## config.mk

```make
export PLATFORM = sky130hd
export DESIGN_NAME = pipeline_stall_controller
export DESIGN_NICKNAME = d
export VERILOG_FILES = /design/src/rtl/pipeline_pkg.sv /design/src/rtl/pipeline_stall_controller_muldiv.sv /design/src/rtl/pipeline_stall_controller.sv
export SDC_FILE = /design/constraint.sdc
export NUM_CORES = 1
export LEC_CHECK = 0
export CAP_MARGIN = 5
export CORE_MARGIN = 2
export CORE_UTILIZATION = 32
export CTS_CLUSTER_DIAMETER = 150
export DETAILED_ROUTE_END_ITERATION = 8
export PLACE_DENSITY_LB_ADDON = 0.25
export RECOVER_POWER = 100
export REMOVE_ABC_BUFFERS = 1
export SLEW_MARGIN = 20
export SYNTH_ARGS = -nofsm -noshare
export SYNTH_HDL_FRONTEND = slang
export SYNTH_SLANG_ARGS = --single-unit
```

## constraint.sdc

```tcl
create_clock -name Clock -period 2.5 [get_ports Clock]
set_input_delay 0.75 -clock Clock [delete_from_list [all_inputs] [get_ports Clock]]
set_output_delay 0.75 -clock Clock [all_outputs]
set_load 0.05 [all_outputs]
```

## src/rtl/pipeline_pkg.sv

```systemverilog
// Shared opcode/funct constants, branch FSM state encoding and instruction
// class decoders for the 5-stage MIPS pipeline hazard logic.
package pipeline_pkg;

    localparam logic [5:0] OP_RTYPE  = 6'd0;
    localparam logic [5:0] OP_J      = 6'd2;
    localparam logic [5:0] OP_JAL    = 6'd3;
    localparam logic [5:0] OP_BEQ    = 6'd4;
    localparam logic [5:0] OP_BNE    = 6'd5;

    localparam logic [5:0] FN_MFHI   = 6'h10;
    localparam logic [5:0] FN_MFLO   = 6'h12;
    localparam logic [5:0] FN_MULT   = 6'h18;
    localparam logic [5:0] FN_MULTU  = 6'h19;
    localparam logic [5:0] FN_DIV    = 6'h1A;
    localparam logic [5:0] FN_DIVU   = 6'h1B;

    typedef enum logic [1:0] {
        IDLE     = 2'd0,
        BR_WAIT1 = 2'd1,
        BR_WAIT2 = 2'd2
    } br_state_e;

    // Which priority row drives the controls in the current cycle.
    typedef enum logic [2:0] {
        ROW_NONE = 3'd0,
        ROW_BR1  = 3'd1,
        ROW_BR2  = 3'd2,
        ROW_MD   = 3'd3,
        ROW_LU   = 3'd4,
        ROW_JUMP = 3'd5
    } hz_row_e;

    function automatic logic is_branch(input logic [5:0] op);
        logic r;
        case (op)
            OP_BEQ, OP_BNE: r = 1'b1;
            default:        r = 1'b0;
        endcase
        return r;
    endfunction

    function automatic logic is_jump(input logic [5:0] op);
        logic r;
        case (op)
            OP_J, OP_JAL: r = 1'b1;
            default:      r = 1'b0;
        endcase
        return r;
    endfunction

    function automatic logic is_muldiv(input logic [5:0] op, input logic [5:0] funct);
        logic r;
        case (funct)
            FN_MULT, FN_MULTU, FN_DIV, FN_DIVU: r = (op == OP_RTYPE);
            default:                            r = 1'b0;
        endcase
        return r;
    endfunction

    function automatic logic is_hilo_read(input logic [5:0] op, input logic [5:0] funct);
        logic r;
        case (funct)
            FN_MFHI, FN_MFLO: r = (op == OP_RTYPE);
            default:          r = 1'b0;
        endcase
        return r;
    endfunction

endpackage

```

## src/rtl/pipeline_stall_controller_muldiv.sv

```systemverilog
// Tracks how long the HI/LO unit stays occupied after a mult/div issues.
module muldiv_busy_tracker #(
    parameter int MD_LATENCY = 4
) (
    input  logic clk_i,
    input  logic rst_i,
    input  logic issue_i,
    output logic busy_o
);

    localparam logic [3:0] MD_LOAD = 4'(MD_LATENCY - 1);

    logic [3:0] md_cnt_q;
    logic [3:0] md_cnt_d;

    // Reload on issue, otherwise count down to zero.
    always_comb begin
        md_cnt_d = md_cnt_q;
        if (issue_i) begin
            md_cnt_d = MD_LOAD;
        end else if (md_cnt_q != 4'd0) begin
            md_cnt_d = md_cnt_q - 4'd1;
        end else begin
            md_cnt_d = md_cnt_q;
        end
    end

    // Occupancy counter register.
    always_ff @(posedge clk_i) begin
        if (rst_i) begin
            md_cnt_q <= 4'd0;
        end else begin
            md_cnt_q <= md_cnt_d;
        end
    end

    assign busy_o = (md_cnt_q != 4'd0);

endmodule

```

## src/rtl/pipeline_stall_controller.sv

```systemverilog
// Fixed-priority hazard sequencer: load-use, branch window, jump squash and
// mult/div occupancy. Optional perf counters under STALL_PERF_CNT_EN.
module pipeline_stall_controller
    import pipeline_pkg::*;
#(
    parameter int MD_LATENCY = 4,
    parameter int CNT_W      = 32
) (
    input  logic             Clock,
    input  logic             Reset,
    input  logic [5:0]       ID_Op,
    input  logic [5:0]       ID_Funct,
    input  logic [4:0]       ID_Rs,
    input  logic [4:0]       ID_Rt,
    input  logic             ID_UsesRt,
    input  logic             EX_MemRead,
    input  logic [4:0]       EX_Rt,
    output logic             PC_Write,
    output logic             IFID_Write,
    output logic             IFID_Flush,
    output logic             IDEX_Bubble,
    output logic             BranchResolve,
    output logic             Stall
`ifdef STALL_PERF_CNT_EN
    ,
    output logic [CNT_W-1:0] PerfLU,
    output logic [CNT_W-1:0] PerfBR,
    output logic [CNT_W-1:0] PerfMD,
    output logic [CNT_W-1:0] PerfJ
`endif
);

    br_state_e state_q;
    br_state_e state_d;
    hz_row_e   row_s;

    logic is_br_s;
    logic is_j_s;
    logic is_md_s;
    logic is_hilo_s;
    logic lu_s;
    logic md_busy_s;
    logic md_haz_s;
    logic md_issue_s;

    assign is_br_s   = is_branch(ID_Op);
    assign is_j_s    = is_jump(ID_Op);
    assign is_md_s   = is_muldiv(ID_Op, ID_Funct);
    assign is_hilo_s = is_hilo_read(ID_Op, ID_Funct);

    assign lu_s = EX_MemRead && (EX_Rt != 5'd0) &&
                  ((EX_Rt == ID_Rs) || (ID_UsesRt && (EX_Rt == ID_Rt)));

    assign md_haz_s = md_busy_s && (is_hilo_s || is_md_s);

    // A mult/div only claims the unit once it actually leaves ID.
    assign md_issue_s = !Reset && is_md_s && (row_s == ROW_NONE);

    muldiv_busy_tracker #(
        .MD_LATENCY (MD_LATENCY)
    ) u_md (
        .clk_i   (Clock),
        .rst_i   (Reset),
        .issue_i (md_issue_s),
        .busy_o  (md_busy_s)
    );

    // Pick the highest-priority active hazard row.
    always_comb begin
        row_s = ROW_NONE;
        if (Reset) begin
            row_s = ROW_NONE;
        end else if (state_q == BR_WAIT1) begin
            row_s = ROW_BR1;
        end else if (state_q == BR_WAIT2) begin
            row_s = ROW_BR2;
        end else if (md_haz_s) begin
            row_s = ROW_MD;
        end else if (lu_s) begin
            row_s = ROW_LU;
        end else if ((state_q == IDLE) && is_j_s) begin
            row_s = ROW_JUMP;
        end else begin
            row_s = ROW_NONE;
        end
    end

    // Stage-enable and flush controls for the selected row.
    always_comb begin
        PC_Write      = 1'b1;
        IFID_Write    = 1'b1;
        IFID_Flush    = 1'b0;
        IDEX_Bubble   = 1'b0;
        BranchResolve = 1'b0;
        Stall         = 1'b0;
        case (row_s)
            ROW_BR1: begin
                PC_Write   = 1'b0;
                IFID_Flush = 1'b1;
                Stall      = 1'b1;
            end
            ROW_BR2: begin
                BranchResolve = 1'b1;
                IFID_Flush    = 1'b1;
                Stall         = 1'b1;
            end
            ROW_MD, ROW_LU: begin
                PC_Write    = 1'b0;
                IFID_Write  = 1'b0;
                IDEX_Bubble = 1'b1;
                Stall       = 1'b1;
            end
            ROW_JUMP: begin
                IFID_Flush = 1'b1;
            end
            default: begin
                PC_Write = 1'b1;
            end
        endcase
    end

    // Branch window sequencing; a stalled branch waits in ID and retries.
    always_comb begin
        state_d = state_q;
        case (state_q)
            IDLE: begin
                if (is_br_s && !md_haz_s && !lu_s) begin
                    state_d = BR_WAIT1;
                end else begin
                    state_d = IDLE;
                end
            end
            BR_WAIT1: state_d = BR_WAIT2;
            BR_WAIT2: state_d = IDLE;
            default:  state_d = IDLE;
        endcase
    end

    // Branch FSM state register.
    always_ff @(posedge Clock) begin
        if (Reset) begin
            state_q <= IDLE;
        end else begin
            state_q <= state_d;
        end
    end

`ifdef STALL_PERF_CNT_EN
    logic [CNT_W-1:0] perf_lu_q, perf_lu_d;
    logic [CNT_W-1:0] perf_br_q, perf_br_d;
    logic [CNT_W-1:0] perf_md_q, perf_md_d;
    logic [CNT_W-1:0] perf_j_q,  perf_j_d;

    function automatic logic [CNT_W-1:0] sat_inc(input logic [CNT_W-1:0] v);
        logic [CNT_W-1:0] r;
        if (v == {CNT_W{1'b1}}) begin
            r = v;
        end else begin
            r = v + {{(CNT_W-1){1'b0}}, 1'b1};
        end
        return r;
    endfunction

    // Bump the counter belonging to the applied row.
    always_comb begin
        perf_lu_d = perf_lu_q;
        perf_br_d = perf_br_q;
        perf_md_d = perf_md_q;
        perf_j_d  = perf_j_q;
        case (row_s)
            ROW_LU:           perf_lu_d = sat_inc(perf_lu_q);
            ROW_BR1, ROW_BR2: perf_br_d = sat_inc(perf_br_q);
            ROW_MD:           perf_md_d = sat_inc(perf_md_q);
            ROW_JUMP:         perf_j_d  = sat_inc(perf_j_q);
            default:          perf_lu_d = perf_lu_q;
        endcase
    end

    // Performance counter registers.
    always_ff @(posedge Clock) begin
        if (Reset) begin
            perf_lu_q <= {CNT_W{1'b0}};
            perf_br_q <= {CNT_W{1'b0}};
            perf_md_q <= {CNT_W{1'b0}};
            perf_j_q  <= {CNT_W{1'b0}};
        end else begin
            perf_lu_q <= perf_lu_d;
            perf_br_q <= perf_br_d;
            perf_md_q <= perf_md_d;
            perf_j_q  <= perf_j_d;
        end
    end

    assign PerfLU = perf_lu_q;
    assign PerfBR = perf_br_q;
    assign PerfMD = perf_md_q;
    assign PerfJ  = perf_j_q;
`endif

endmodule

```

After elaboration in Yosys (flattened, before gate mapping) --
Cells that the tools add are included.
Cells by class: $add $sub $neg 1, equal/unequal tests 19, multiplexer cells 20, reduce and logical (&&, ||, !) cells 29
Operators by type and width (number):
- 6-bit by 5-bit equality test with 1-bit output (second input constant) | 6
- 3-bit 2-to-1 mux | 6
- 6-bit by 2-bit equality test with 1-bit output (second input constant) | 2
- 6-bit by 3-bit equality test with 1-bit output (second input constant) | 2
- 1-bit 2-to-1 mux | 11
- 5-bit equality test | 2
- 2-bit OR reduction | 5
- 1-bit logical AND | 9
- 4-bit OR reduction | 2
- 3-bit by 2-bit equality test with 1-bit output (second input constant) | 2
- 3-bit equality test (second input constant) | 2
- 6-bit zero test | 1
- 3-bit OR reduction | 2
- 5-bit nonzero test | 1
- 2-bit 2-to-1 mux | 2
- 2-bit case mux with 2 select lines | 1
- 4-bit nonzero test | 1
- 4-bit by 1-bit subtractor with 4-bit output (second input constant) | 1
- 3-bit by 1-bit equality test with 1-bit output (second input constant) | 1
- 1-bit zero test | 3
- 3-bit zero test | 1
- 2-bit by 1-bit equality test with 1-bit output (second input constant) | 1
- 2-bit equality test (second input constant) | 1
- 2-bit zero test | 1
- 2 further kinds | 3
Storage, ports and cells: flip-flop bits (word level) 6, input port bits 31, output and inout port bits 6, word-level logic and storage cells 72

Logic depth before layout (Yosys ltp) --
Gate-level depths: netlist of the first run.
depth in word-level cells 13, gate-level depth with buffers 7, mapped depth without buffers 7

Hierarchy --
A second synthesis of the first run with hierarchy kept.
Unflattened totals: cells, all modules 64, area total of the unflattened synthesis 541.8 um2
By module, submodules not included:
- pipeline_stall_controller | instances 1, cells an instance 43, area an instance 334.1 um2, seq. area each 40.0 um2
- muldiv_busy_tracker | instances 1, cells an instance 21, area an instance 207.7 um2, seq. area each 80.1 um2

Worst setup path before layout of the first run --
Ideal clock, no wire load.
kind input -> output, start input port EX_Rt[1], end output port IFID_Flush, arrival 2.356 ns, data required time 1.750 ns, setup slack -0.606 ns, cell stages on the path 4, path buffers 0, cell sequence or4_4 > o21ai_4 > o21ai_2 > o22ai_1
Between the ends: longest elaborated chain between the ends 12, elaborated cells on any way between the ends 17, classes of those cells eq/ne (5); mux (6); reduce/logical (6)
RTL lines:
- start, declared | line pipeline_stall_controller.sv:17 | input logic [4:0] EX_Rt,
- 5-bit equality test | line pipeline_stall_controller.sv:52 | ((EX_Rt == ID_Rs) || (ID_UsesRt && (EX_Rt == ID_Rt)));
- 1-bit logical AND | line pipeline_stall_controller.sv:52
- 1-bit logical OR | line pipeline_stall_controller.sv:52
- 1-bit logical AND (*) | line pipeline_stall_controller.sv:51 | assign lu_s = EX_MemRead && (EX_Rt != 5'd0) &&
- 3-bit 2-to-1 mux (*) | line pipeline_stall_controller.sv:79 | end else if (lu_s) begin
- 3-bit 2-to-1 mux (*) | line pipeline_stall_controller.sv:77 | end else if (md_haz_s) begin
- 3-bit 2-to-1 mux (*) | line pipeline_stall_controller.sv:75 | end else if (state_q == BR_WAIT2) begin
- 3-bit 2-to-1 mux (*) | line pipeline_stall_controller.sv:73 | end else if (state_q == BR_WAIT1) begin
- 3-bit 2-to-1 mux (*) | line pipeline_stall_controller.sv:71 | if (Reset) begin
- 3-bit by 2-bit equality test with 1-bit output (tied with other cells) | line pipeline_stall_controller.sv:96 | case (row_s)
- 3-bit OR reduction (no source line) (*)
- 1-bit 2-to-1 mux (*) | line pipeline_stall_controller.sv:96
- end, declared | line pipeline_stall_controller.sv:20 | output logic IFID_Flush,
Mark *: on every way between the ends. The rest lies on a longest branch, timed or not.

Worst setup path in the final report of the first run --
start input port EX_Rt[1], end output port IDEX_Bubble
Between the ends: longest elaborated chain between the ends 12, elaborated cells on any way between the ends 16, classes of those cells eq/ne (4); mux (6); reduce/logical (6)
RTL lines:
- 5-bit equality test | line pipeline_stall_controller.sv:52
- 1-bit logical AND | line pipeline_stall_controller.sv:52
- 1-bit logical OR | line pipeline_stall_controller.sv:52
- 1-bit logical AND (*) | line pipeline_stall_controller.sv:51
- 3-bit 2-to-1 mux (*) | line pipeline_stall_controller.sv:79
- 3-bit 2-to-1 mux (*) | line pipeline_stall_controller.sv:77
- 3-bit 2-to-1 mux (*) | line pipeline_stall_controller.sv:75
- 3-bit 2-to-1 mux (*) | line pipeline_stall_controller.sv:73
- 3-bit 2-to-1 mux (*) | line pipeline_stall_controller.sv:71
- 3-bit by 2-bit equality test with 1-bit output / 3-bit equality test (equally long branches) | line pipeline_stall_controller.sv:96
- 2-bit OR reduction (*)
- 1-bit 2-to-1 mux (*) | line pipeline_stall_controller.sv:96
- end, declared | line pipeline_stall_controller.sv:21 | output logic IDEX_Bubble,
Marked as above.

==> impl_metrics.json, run 1 <==
{
  "finalPower_mw": 0.548,
  "maxCapViolations": 0,
  "drtIter0Drc": 8,
  "synth_top_area_cell": "dfxtp_1",
  "wl_per_cell_um": 12.7,
  "synth_top_area_share_pct": 20.9,
  "grt_pass1_vias": 704,
  "skew_ns": 0.00179,
  "synth_edf_count": 0,
  "synth_async_sr_flop_share_pct": 0,
  "dieWidth_um": 46.4,
  "antenna_cells": 0,
  "slew_violations": 0,
  "layout_commonest_cell": "dlygate4sd2_1",
  "arrival_ns": 2.20,
  "status": "finished with violations",
  "hp-class": "register to register",
  "grt_max_degree": 7,
  "yosys_register_bits": 6,
  "period_needed_ns": 2.95,
  "cp.required_ns": 1.75,
  "power_leakage_nw": 0.543,
  "grtUsageTotal_pct": 20.7,
  "setup_ws_ns": -0.451,
  "power.density_mw_per_mm2": 424,
  "coreArea_mm2": 0.00171,
  "fin_area_mm2": 0.00129,
  "violations": "negative setup slack",
  "vdd_drop_max_v": 0.000320,
  "cp-end-kind": "primary output",
  "synth-main-ff-cell": "dfxtp_1",
  "syn_to_final_growth_pct": 125,
  "wl_um": 1860,
  "final_core_util_pct": 75.8,
  "syn_area_um2": 576,
  "htreeDepth": 1,
  "core.rowCount": 15,
  "fillCellCount": 125,
  "clk_path_buf_depth": 2,
  "grt_pass1_wl_um": 3110,
  "gr-total-overflow": 0,
  "drcViolationCount": 0,
  "slew_headroom_pct": 69.2,
  "die_area_mm2": 0.00215,
  "io_pins": 37,
  "clk_latency_ns": 0.25,
  "fin_crit_sh_pct": 118,
  "cts_tree": "built",
  "cts_sinks": 6,
  "ys_types": 30,
  "ys_seq_area_share_pct": 20.9,
  "grt_setup_unrepaired": "yes",
  "clock.fmax_mhz": 339,
  "vias": 704,
  "path_max_fanout": 5,
  "yosys_warnings": 0,
  "place_area_mm2": 0.00113,
  "routabilityCongestion": 0.722,
  "finalHoldViolations": 0,
  "place_ws_ns": -0.793,
  "dp_cells": 140,
  "final_cell_mix": "15 x dlygate4sd2_1, 14 x buf_4, 6 x buf_12, 6 x dfxtp_1",
  "postSynthAreaPerCell_um2": 8.72,
  "path_class": "input port to primary output",
  "drt_first_pass_iters": 4,
  "die_h_um": 46.4,
  "portBuffers": 35,
  "synthCells": 66,
  "ctsHoldBuffers": 0,
  "via_per_inst": 4.82,
  "cts_buffers": 3,
  "drive_above_1_share_pct": 47.9,
  "max_slew.worst_pin.slew_ns": 0.459,
  "synthTopCellsByArea": "dfxtp_1 21%, xor2_1 14%, xnor2_1 6.1%",
  "final_cells": 146,
  "layout.nets": 156,
  "start_util_pct": 33.7,
  "cts_root_buf": "clkbuf_4",
  "finalSetupViolCount": 5,
  "antenna_left": 0,
  "dpl.hpwl_um": 1350,
  "cts.clk_slew.worst_paths_ns": 0.04,
  "antenna_found_initial": 0,
  "critPathLaunchType": "input port"
}
[what timing repair did]
action,CTS,global route
resized for setup,55,15
pin swaps,21,11
endpoints found under the setup margin,6,6
buffers inserted,3,0
[registers in the layout, summed over array words and instances (netlist names)]
register	flops
state_q	2
u_md.md_cnt_q	4
[area by class of cell]
class	count	area [um2]	area share, %
repair buffers	53	533	41.2
multi-input cells	56	577	44.5
inverters	3	11.3	0.870
well taps	25	31.3	2.42
flip-flops and latches	6	120	9.28
clock buffers	3	22.5	1.74
[cells in the mapped netlist (2+ instances only)]
cell / count
nor2b_1: 2
nor3b_1: 2
dfxtp_1: 6
inv_1: 3
xnor2_1: 4
nor2_1: 5
nand2_1: 2
and2_1: 2
ha_1: 2
o22ai_1: 3
a21oi_1: 3
xor2_1: 9
nor3_1: 5
nand4b_1: 2
[critical path, cell delays in order]
cell	delay, ns
buf_6	0.10
buf_6	0.12
xor2_4	0.15
nor4_4	0.31
a32oi_4	0.21
o21ai_4	0.25
and2_4	0.19
buf_12	0.13
[layer usage]
layer | GRT usage, % | routed length, um | vias up | part of all wire (%)
li1 | - | - | 347 | -
met1 | 24.1 | 722 | 319 | 39
met2 | 33.9 | 973 | 30 | 52
met3 | 5.88 | 100 | 8 | 5.4
met4 | 10.9 | 61 | 0 | 3.3
met5 | 0 | 0 | - | 0
[through the flow]
step | setup TNS [ns] | hold WS (ns)
finish | -2.10 | 0.531
global route | -2.34 | 0.592
CTS | -2.12 | 0.533
detailed placement | -3.97 | 0.524
global placement | -3.75 | 0.525
floorplan | -2.28 | 0.501
[logic make-up after synthesis]
logic type / share of synthesized area, %
flops: 20.9
xor+xnor: 19.8
mux: 1.96
fa+ha+maj: 4.35
compound gates: 18.5
buf+inv: 2.61
simple gates: 32.0
[worst paths after layout]
kind                                       start                to  slack, ns  cells after the start
worst min register to register  u_md.md_cnt_q[3]  u_md.md_cnt_q[3]       0.53                      2
worst max register to register  u_md.md_cnt_q[0]  u_md.md_cnt_q[0]       0.81                      9
worst max-delay path                    EX_Rt[1]       IDEX_Bubble      -0.45                      8
worst min-delay path            u_md.md_cnt_q[3]  u_md.md_cnt_q[3]       0.53                      2
[power by group]
group / internal [mW] / total, mW / switching (mW) / leakage, nW
combinational: 0.172 / 0.318 / 0.146 / 0.480
sequential: 0.122 / 0.140 / 0.0172 / 0.0493
clock: 0.0544 / 0.0911 / 0.0367 / 0.0138
total: 0.349 / 0.548 / 0.200 / 0.543
(Power assumes the default switching activity.)
==> inputs of run 2 (changes only) <==
--- a/config.mk
+++ b/config.mk
@@ -7,7 +7,7 @@
 export LEC_CHECK = 0
 export CAP_MARGIN = 5
 export CORE_MARGIN = 2
-export CORE_UTILIZATION = 32
+export CORE_UTILIZATION = 31
 export CTS_CLUSTER_DIAMETER = 150
 export DETAILED_ROUTE_END_ITERATION = 8
 export PLACE_DENSITY_LB_ADDON = 0.25
@@ -16,4 +16,5 @@
 export SLEW_MARGIN = 20
 export SYNTH_ARGS = -nofsm -noshare
 export SYNTH_HDL_FRONTEND = slang
+export SYNTH_HIERARCHICAL = 1
 export SYNTH_SLANG_ARGS = --single-unit
==> run 2 against run 1 <==
Effect of this change: the run still ends with negative setup slack left; clock power grew 5.9%; routed wire length shrank 1.3%; synthesized cell count decreased by 3.0%; critical endpoint unchanged.
==> impl_metrics.json, run 2 <==
{
  "htreeDepth": 1,
  "synth_compound_area_share_pct": 15.0,
  "synth_async_sr_flop_share_pct": 0,
  "drtIter0Drc": 8,
  "slew_headroom_pct": 77.6,
  "layout.nets": 153,
  "setup_ws_ns": -0.458,
  "synth-main-ff-cell": "dfxtp_1",
  "cp.required_ns": 1.75,
  "dieWidth_um": 45.8,
  "drcViolationCount": 0,
  "ys_seq_area_share_pct": 22.2,
  "yosysMostFrequentCell": "xor2_1",
  "violations": "negative setup slack",
  "grt_pass1_wl_um": 2990,
  "fillCellCount": 135,
  "yosys_register_bits": 6,
  "dpl.hpwl_um": 1300,
  "grt_pass1_vias": 763,
  "cts_root_buf": "clkbuf_4",
  "place_ws_ns": -0.846,
  "synth_top_family_by_area": "simple AND/OR/NAND/NOR gates",
  "largest-register": "u_md/md_cnt_q",
  "synthAdderAreaFrac_pct": 4.62,
  "grt_max_degree": 8,
  "fin_crit_sh_pct": 118,
  "clock.fmax_mhz": 338,
  "drt_first_pass_iters": 6,
  "antenna_left": 0,
  "antenna_cells": 0,
  "wl_um": 1830,
  "antenna_found_initial": 0,
  "synthCells": 64,
  "synth_edf_count": 0,
  "path_max_fanout": 5,
  "yosys.area_share.simple_pct": 31.2,
  "routed.top_layer": "met4",
  "hp-class": "register to register",
  "synthXorXnorAreaFrac_pct": 21.0,
  "clk_latency_ns": 0.26,
  "drive_above_1_share_pct": 44.9,
  "critPathLaunchType": "input port",
  "cts_tree": "built",
  "maxCapViolations": 0,
  "core.rowCount": 15,
  "fin_area_mm2": 0.00123,
  "clk_path_buf_depth": 2,
  "grtUsageTotal_pct": 20.1,
  "arrival_ns": 2.21,
  "gr-total-overflow": 0,
  "vias": 677,
  "vdd_drop_max_v": 0.000410,
  "cts.clk_slew.worst_paths_ns": 0.05,
  "wl_per_cell_um": 13.6,
  "max_slew.worst_pin.slew_ns": 0.336,
  "grt_setup_unrepaired": "yes",
  "via_per_inst": 5.01,
  "routabilityCongestion": 0.791,
  "period_needed_ns": 2.96,
  "power.density_mw_per_mm2": 468,
  "cp-end-kind": "primary output",
  "finalHoldViolations": 0,
  "path_class": "input port to primary output",
  "start_util_pct": 32.1,
  "cts_buffers": 3,
  "coreArea_mm2": 0.00169,
  "synth.mux.area_fraction_pct": 1.85,
  "postSynthAreaPerCell_um2": 8.47,
  "die_area_mm2": 0.00210,
  "final_cell_mix": "14 x buf_4, 9 x dlygate4sd2_1, 8 x xor2_1",
  "die_h_um": 45.8,
  "cts_sinks": 6,
  "syn_area_um2": 542,
  "largest_reg_flops": 4,
  "skew_ns": 0.000331,
  "wl_met1_um": 770,
  "ctsHoldBuffers": 0,
  "synth_top_area_share_pct": 22.2,
  "wl_met3_um": 98,
  "route.met2.wl_um": 925,
  "syn_to_final_growth_pct": 128,
  "finalSetupViolCount": 5,
  "io_pins": 37,
  "largest_registers": "u_md/md_cnt_q (4), state_q (2)",
  "power_leakage_nw": 0.551,
  "yosys_warnings": 6,
  "portBuffers": 35,
  "ys_types": 27,
  "synth_top_area_cell": "dfxtp_1",
  "status": "finished with violations",
  "place_area_mm2": 0.00108,
  "synthTopCellsByArea": "dfxtp_1 22%, xor2_1 16%, nor3_1 6.5%",
  "layout_commonest_cell": "buf_4",
  "synth_common_cells": "10 x xor2_1, 7 x nor3_1, 6 x dfxtp_1, 6 x inv_1, 4 x nor2_1",
  "slew_violations": 0
}
## run 2: final timing paths
path	slack, ns	end	start	cells past startpoint
worst min register to register	0.53	u_md/md_cnt_q[1]	u_md/md_cnt_q[1]	2
worst max-delay path	-0.46	IDEX_Bubble	ID_Rt[3]	8
worst min-delay path	0.53	u_md/md_cnt_q[1]	u_md/md_cnt_q[1]	2
worst max register to register	0.54	u_md/md_cnt_q[1]	u_md/md_cnt_q[0]	11
## run 2: metrics by stage
step                      instances  TNS (ns)  hold slack, ns  power (mW)  utilization (%)
after floorplan                  64     -2.37           0.485       0.322                -
after global routing            135     -2.62           0.558       0.625             73.0
after CTS                       135     -2.45           0.532       0.562             70.0
after detailed placement        130     -5.48           0.520       0.457             63.9
final                           135     -2.09           0.530       0.577             73.0
after global placement          130     -5.20           0.521       0.445             63.9
## run 2: cell families (layout without fill, tap and decap cells)
logic type                 after synthesis  in the layout
AOI/OAI and AO/OA                       10             10
xor gates and xnor gates                13             13
adders and majority gates                2              2
buffers and inverters                    6             60
DFF                                      6              6
muxes                                    1              1
and+or+nand+nor                         26             26
## run 2: metal layers
layer | up-vias | global-route usage (%)
met3 | 4 | 6.75
li1 | 342 | -
met4 | 0 | 11.4
met2 | 29 | 33.8
met5 | - | 0
met1 | 302 | 21.8
## run 2: critical path: stages
cell and delay (ns):
buf_6 0.10, xor2_2 0.16, nor4_2 0.34, a32oi_2 0.18
buf_4 0.17, o22ai_4 0.17, and2_4 0.20, buf_12 0.13
## run 2: report_power, final
| group | switching (mW) | leakage [nW] | internal [mW] |
|---|---|---|---|
| sequential | 0.0242 | 0.0493 | 0.124 |
| combinational | 0.150 | 0.488 | 0.182 |
| clock | 0.0418 | 0.0138 | 0.0547 |
| total | 0.216 | 0.551 | 0.361 |
## run 2: final cells by class
type / instances / area, um2 / share of cell area (%)
inverter: 6 / 22.5 / 1.83
tap: 17 / 21.3 / 1.72
multi-input combinational: 52 / 518 / 42.0
timing repair buffer: 51 / 529 / 42.9
clock buffer: 3 / 22.5 / 1.83
sequential: 6 / 120 / 9.74
## run 2: repair_timing
| item | 4_1_cts | 5_1_grt |
|---|---|---|
| hold endpoints to repair | 0 | 0 |
| gates resized for setup | 50 | 27 |
| pin swaps | 20 | 16 |
| cloned | 0 | 0 |
| endpoints found under the setup margin | 10 | 9 |
| buffers inserted | 3 | 0 |
==> inputs of run 3 (changes only) <==
--- a/config.mk
+++ b/config.mk
@@ -13,6 +13,7 @@
 export PLACE_DENSITY_LB_ADDON = 0.25
 export RECOVER_POWER = 100
 export REMOVE_ABC_BUFFERS = 1
+export SETUP_SLACK_MARGIN = 0.02
 export SLEW_MARGIN = 20
 export SYNTH_ARGS = -nofsm -noshare
 export SYNTH_HDL_FRONTEND = slang
==> results of run 3 <==
The final DEF is identical to that of run 2; final timing and power are the same.
Main changes from that run: number of gates resized after CTS 50 -> 51; wire length of the first global-routing pass 2990 um -> 2970 um; via count of the first global-routing pass 763 -> 760; overall routing resource usage 20.1% -> 20.0%; met1 usage 21.8% -> 21.5%
